File: src/rtl/ring_drain_packetizer.sv
// Drains a ring buffer into valid/ready packets with a last flag. A one-word stage register
// holds the newest word until it is known whether that word closes its packet.
module ring_drain_packetizer #(
    parameter int unsigned WIDTH   = 8,
    parameter int unsigned PKT_LEN = 16,
    parameter int unsigned TIMEOUT = 64
) (
    input  logic             clk,
    input  logic             rst,
    input  logic             fifo_empty,
    input  logic [WIDTH-1:0] fifo_data,
    output logic             fifo_deq,
    input  logic             flush_i,
    output logic             m_valid_o,
    input  logic             m_ready_i,
    output logic [WIDTH-1:0] m_data_o,
    output logic             m_last_o,
    output logic [15:0]      pkt_cnt_o
);

    localparam int unsigned BeatW = $clog2(PKT_LEN + 1);
    localparam int unsigned IdleW = $clog2(TIMEOUT + 1);

    localparam logic [BeatW-1:0] BeatOne = BeatW'(1);
    localparam logic [BeatW-1:0] BeatMax = BeatW'(PKT_LEN);
    localparam logic [IdleW-1:0] IdleOne = IdleW'(1);
    localparam logic [IdleW-1:0] IdleMax = IdleW'(TIMEOUT);

    typedef enum logic {
        StEmpty = 1'b0,
        StHold  = 1'b1
    } state_e;

    state_e           state;
    logic [WIDTH-1:0] s_dat;
    logic [BeatW-1:0] s_beat;
    logic [IdleW-1:0] idle;

    logic s_vld;
    logic o_free;
    logic fin;
    logic close;
    logic move;
    logic pkt_done;

    always_comb begin
        s_vld    = (state == StHold);
        o_free   = ~m_valid_o | m_ready_i;
        fin      = (s_beat == BeatMax);
        close    = fifo_empty & (flush_i | (idle == IdleMax));
        move     = s_vld & o_free & (~fifo_empty | fin | close);
        // A full stage word at its final beat must leave before another word may enter.
        fifo_deq = ~rst & ~fifo_empty & (~s_vld | (o_free & (move | ~fin)));
        pkt_done = m_valid_o & m_ready_i & m_last_o;
    end

    always_ff @(posedge clk or posedge rst) begin
        if (rst) begin
            state     <= StEmpty;
            s_dat     <= '0;
            s_beat    <= BeatOne;
            idle      <= '0;
            m_valid_o <= 1'b0;
            m_data_o  <= '0;
            m_last_o  <= 1'b0;
            pkt_cnt_o <= '0;
        end else begin
            // Output register: load from stage, or retire the accepted word.
            if (move) begin
                m_data_o  <= s_dat;
                m_valid_o <= 1'b1;
                m_last_o  <= fin | close;
            end else if (m_ready_i) begin
                m_valid_o <= 1'b0;
            end

            unique case (state)
                StEmpty: begin
                    if (fifo_deq) begin
                        state  <= StHold;
                        s_dat  <= fifo_data;
                        s_beat <= BeatOne;
                    end
                end
                StHold: begin
                    if (fifo_deq) begin
                        s_dat  <= fifo_data;
                        s_beat <= (move && (fin || close)) ? BeatOne : s_beat + BeatOne;
                    end else if (move) begin
                        state <= StEmpty;
                    end
                end
                default: state <= StEmpty;
            endcase

            if (fifo_deq || move || !s_vld) begin
                idle <= '0;
            end else if (fifo_empty && (idle != IdleMax)) begin
                idle <= idle + IdleOne;
            end

            if (pkt_done) begin
                pkt_cnt_o <= pkt_cnt_o + 16'd1;
            end
        end
    end

endmodule

File: config.mk
export PLATFORM = sky130hd
export DESIGN_NAME = ring_drain_packetizer
export DESIGN_NICKNAME = d
export VERILOG_FILES = /design/src/rtl/ring_drain_packetizer.sv
export SDC_FILE = /design/constraint.sdc
export NUM_CORES = 1
export LEC_CHECK = 0
export ABC_AREA = 1
export BUFFER_PORTS_ARGS = -buffer_cell sky130_fd_sc_hd__buf_2
export CAP_MARGIN = 20
export CORE_MARGIN = 10
export CORE_UTILIZATION = 55
export DETAILED_ROUTE_END_ITERATION = 10
export GPL_ROUTABILITY_DRIVEN = 1
export MAX_ROUTING_LAYER = met4
export PLACE_DENSITY = 0.88
export SETUP_SLACK_MARGIN = 0.15
export SLEW_MARGIN = 20
export SYNTH_ARGS = -nofsm -noshare
export SYNTH_HDL_FRONTEND = slang
export SYNTH_SLANG_ARGS = --single-unit
File: constraint.sdc
create_clock -name clk -period 1.8 [get_ports clk]
set_input_delay 0.36 -clock clk [delete_from_list [all_inputs] [get_ports clk]]
set_output_delay 0.36 -clock clk [all_outputs]
set_load 0.03 [all_outputs]
==> impl_results.md <==
- Status: complete, no violations
- Rel. slew slack: 82.7%
- Synth top area share: 50.1%
- Reg2Reg Setup Slack: 0.18 ns
- Fin. max-slew vios: 0
- Full die area: 0.00716 sq mm
- Netlist cell types: 24
- Port bufs: 39
- Maximum VDD drop: 0.915 mV
- Synth top cells by count: nand2_1 (102), dfrtp_1 (46), nor2_1 (31)
- FMAX: 617 MHz
- Ys async rst share: 100%
- Layout Utilization: 70.5%
- Final nets: 347
- Final instance area: 0.00284 sq mm
- Layout cell share with drive strength beyond 1: 27.6%
- EDFF count, synth: 0
- Final TNS setup: 0 ns
- Seq/Total Area, Yosys: 51.2%
- Placed Instances: 363
- Final setup violation count: 0
- Detail Route Antenna Nets: 0
- Placed Area: 0.00257 sq mm
- Count leader, synth: nand2_1
- Hold WS: 0.0811 ns
- Synth Net Count: 292
- Crit path kind: flop to flop
- Mapped Cells: 274
- Worst Path Arrival: 1.83 ns
- Crit path time final: 1.62 ns
- Clock transition at path regs: 0.10 ns
- Final WL: 5.55 mm
- Final Hold Viols: 0
- First-pass GRT wire length: 8.66 mm
- H-tree Lvls: 2
- Clock Tree Buf Depth: 2
- Root Buffer: clkbuf_8
- DRC errors left: 0
- RePlAce Congestion: 0.815
- First-iteration detailed-routing DRC count: 189
- Netlist Area Pre-Place: 0.00230 sq mm
- Crit-path max FO: 8
- Gr ovfl total: 0
- Routed vias: 1927
- CP Data Required Time: 2.01 ns
- CTS tree: yes
- Area leader, netlist: dfrtp_1
- Dpl hpwl: 3.81 mm
- Core area: 0.00403 sq mm
- Tot Pwr: 3.58 mW
- Die X: 84.6 microns
- PwrDens: 1260 mW/mm^2
- Yosys warns: 0
- Pre-CTS setup slack: 0.0170 ns
- Synth top area cells: dfrtp_1 (50%), nand2_1 (17%), xor2_1 (5.3%), nor2_1 (5.1%), inv_1 (4.6%)
- Worst Max-Slew Pin Slew: 0.259 ns
- Area grow syn2layout: 23.6%
- Die Ht: 84.6 microns
- Vias in the first global route: 1931
- Worst Setup Start Kind: flop
- Avg Inst Size Synth: 8.39 sq um
- RSZ-0062 raised after global routing: true
- Initial Utilization: 57.0%
- Post-route insts no fill: 380
- HP Class: input pin to asynchronous set/reset pin
- Synth Register Bits: 47
- P_leak: 1.53 nW
- Via-to-Cell Ratio: 5.07
- Crit share post-route: 90.0%
- Clk_skew: 0.0141 ns
- Clock sinks: 47
- Rows: 23
- Worst-Skew Late Latency: 0.31 ns
- # diodes: 0
- Largest net degree at the start of global routing: 48
- Initial antenna violation count: 0
- Most common flop cell mapped by yosys: dfrtp_1
- Drt pass-1 iters: 4
- Max cap viols: 0
- Post-route setup slack: 0.180 ns
- I/O pins: 40
- # hold bufs at CTS: 0
- Routed wire per std cell: 14.6 microns
- CTS buffer count: 5
- Setup crit end kind: flop
- Gr usage total: 15.0%
timing repair:
item / CTS / global route
gates resized for setup: 5 / 27
endpoints found under the setup margin: 8 / 15
pin swaps: 1 / 8
setup buffers: 0 / 8
gates cloned: 0 / 1
report_power, final:
| part | leakage [nW] | internal, mW | switching [mW] |
|---|---|---|---|
| Sequential | 0.606 | 1.31 | 0.223 |
| Combinational | 0.872 | 0.460 | 0.899 |
| Clock | 0.0474 | 0.314 | 0.377 |
| Total | 1.53 | 2.08 | 1.50 |
kinds of logic after synthesis:
family / share of synthesized area (%)
buf+inv: 5.66
compound gates: 1.31
simple gates: 31.1
xor+xnor: 8.00
flops: 51.2
fa+ha+maj: 2.72
cells in the final DEF, fill, tap and decap left out, types with 2 or more instances in the layout:
cell type / n
o21ai_0: 4
nand2_2: 7
buf_2: 38
nor2_1: 26
nand2_1: 96
inv_1: 24
nand3_1: 13
dfrtp_1: 45
nor2_2: 4
buf_6: 2
xnor2_1: 7
inv_2: 3
nand3_2: 3
xor2_1: 13
nand2_4: 2
buf_4: 9
clkbuf_8: 6
nor2_4: 4
ha_1: 3
nor3_1: 2
sequential cells by signal, indices dropped and copies added (netlist names):
| name | cells |
|---|---|
| s_dat | 8 |
| idle | 7 |
| s_vld | 1 |
| m_last_o | 1 |
| m_valid_o | 1 |
| m_data_o | 8 |
| pkt_cnt_o | 16 |
| s_beat | 5 |
layer usage:
metal / vias up / part of all wire, % / GRT usage, % / wire (microns)
met5: - / 0 / - / 0
met4: 0 / 1.9 / 6.59 / 104
met3: 11 / 5.3 / 4.44 / 292
met2: 65 / 54 / 25.1 / 2990
met1: 913 / 39 / 16.1 / 2160
li1: 938 / - / - / -
critical path, stage by stage (launching register included):
cell and delay [ns]:
dfrtp_1 0.41, inv_2 0.09, ha_4 0.13, nand2_2 0.04, inv_2 0.06, nand3_4 0.08
nand2_4 0.12, nor2_4 0.05, nor2_8 0.23, inv_8 0.07, buf_6 0.12, nand2_2 0.05
nand2_1 0.06
final timing paths:
path / from / to / cells after the start
min reg2reg: s_dat[7] / s_dat[7] / 2
max reg2reg: idle[1] / m_data_o[6] / 12
max: idle[1] / m_data_o[6] / 12
min in group clk: fifo_data[3] / s_dat[3] / 3
max in group asynchronous: rst / s_beat[0] / 3
min: rst / m_data_o[6] / 3
cell type report:
cell class / instances / area [sq um]
Inverter: 29 / 116
Timing Repair Buffer: 50 / 300
Clock buffer: 6 / 82.6
Multi-Input combinational cell: 195 / 1080
Sequential cell: 47 / 1180
Timing Repair inverter: 1 / 6.26
Clock inverter: 2 / 16.3
Tap cell: 50 / 62.6
Fill cell: 289 / 1190
Note: power is estimated with default switching activity, not from simulation.
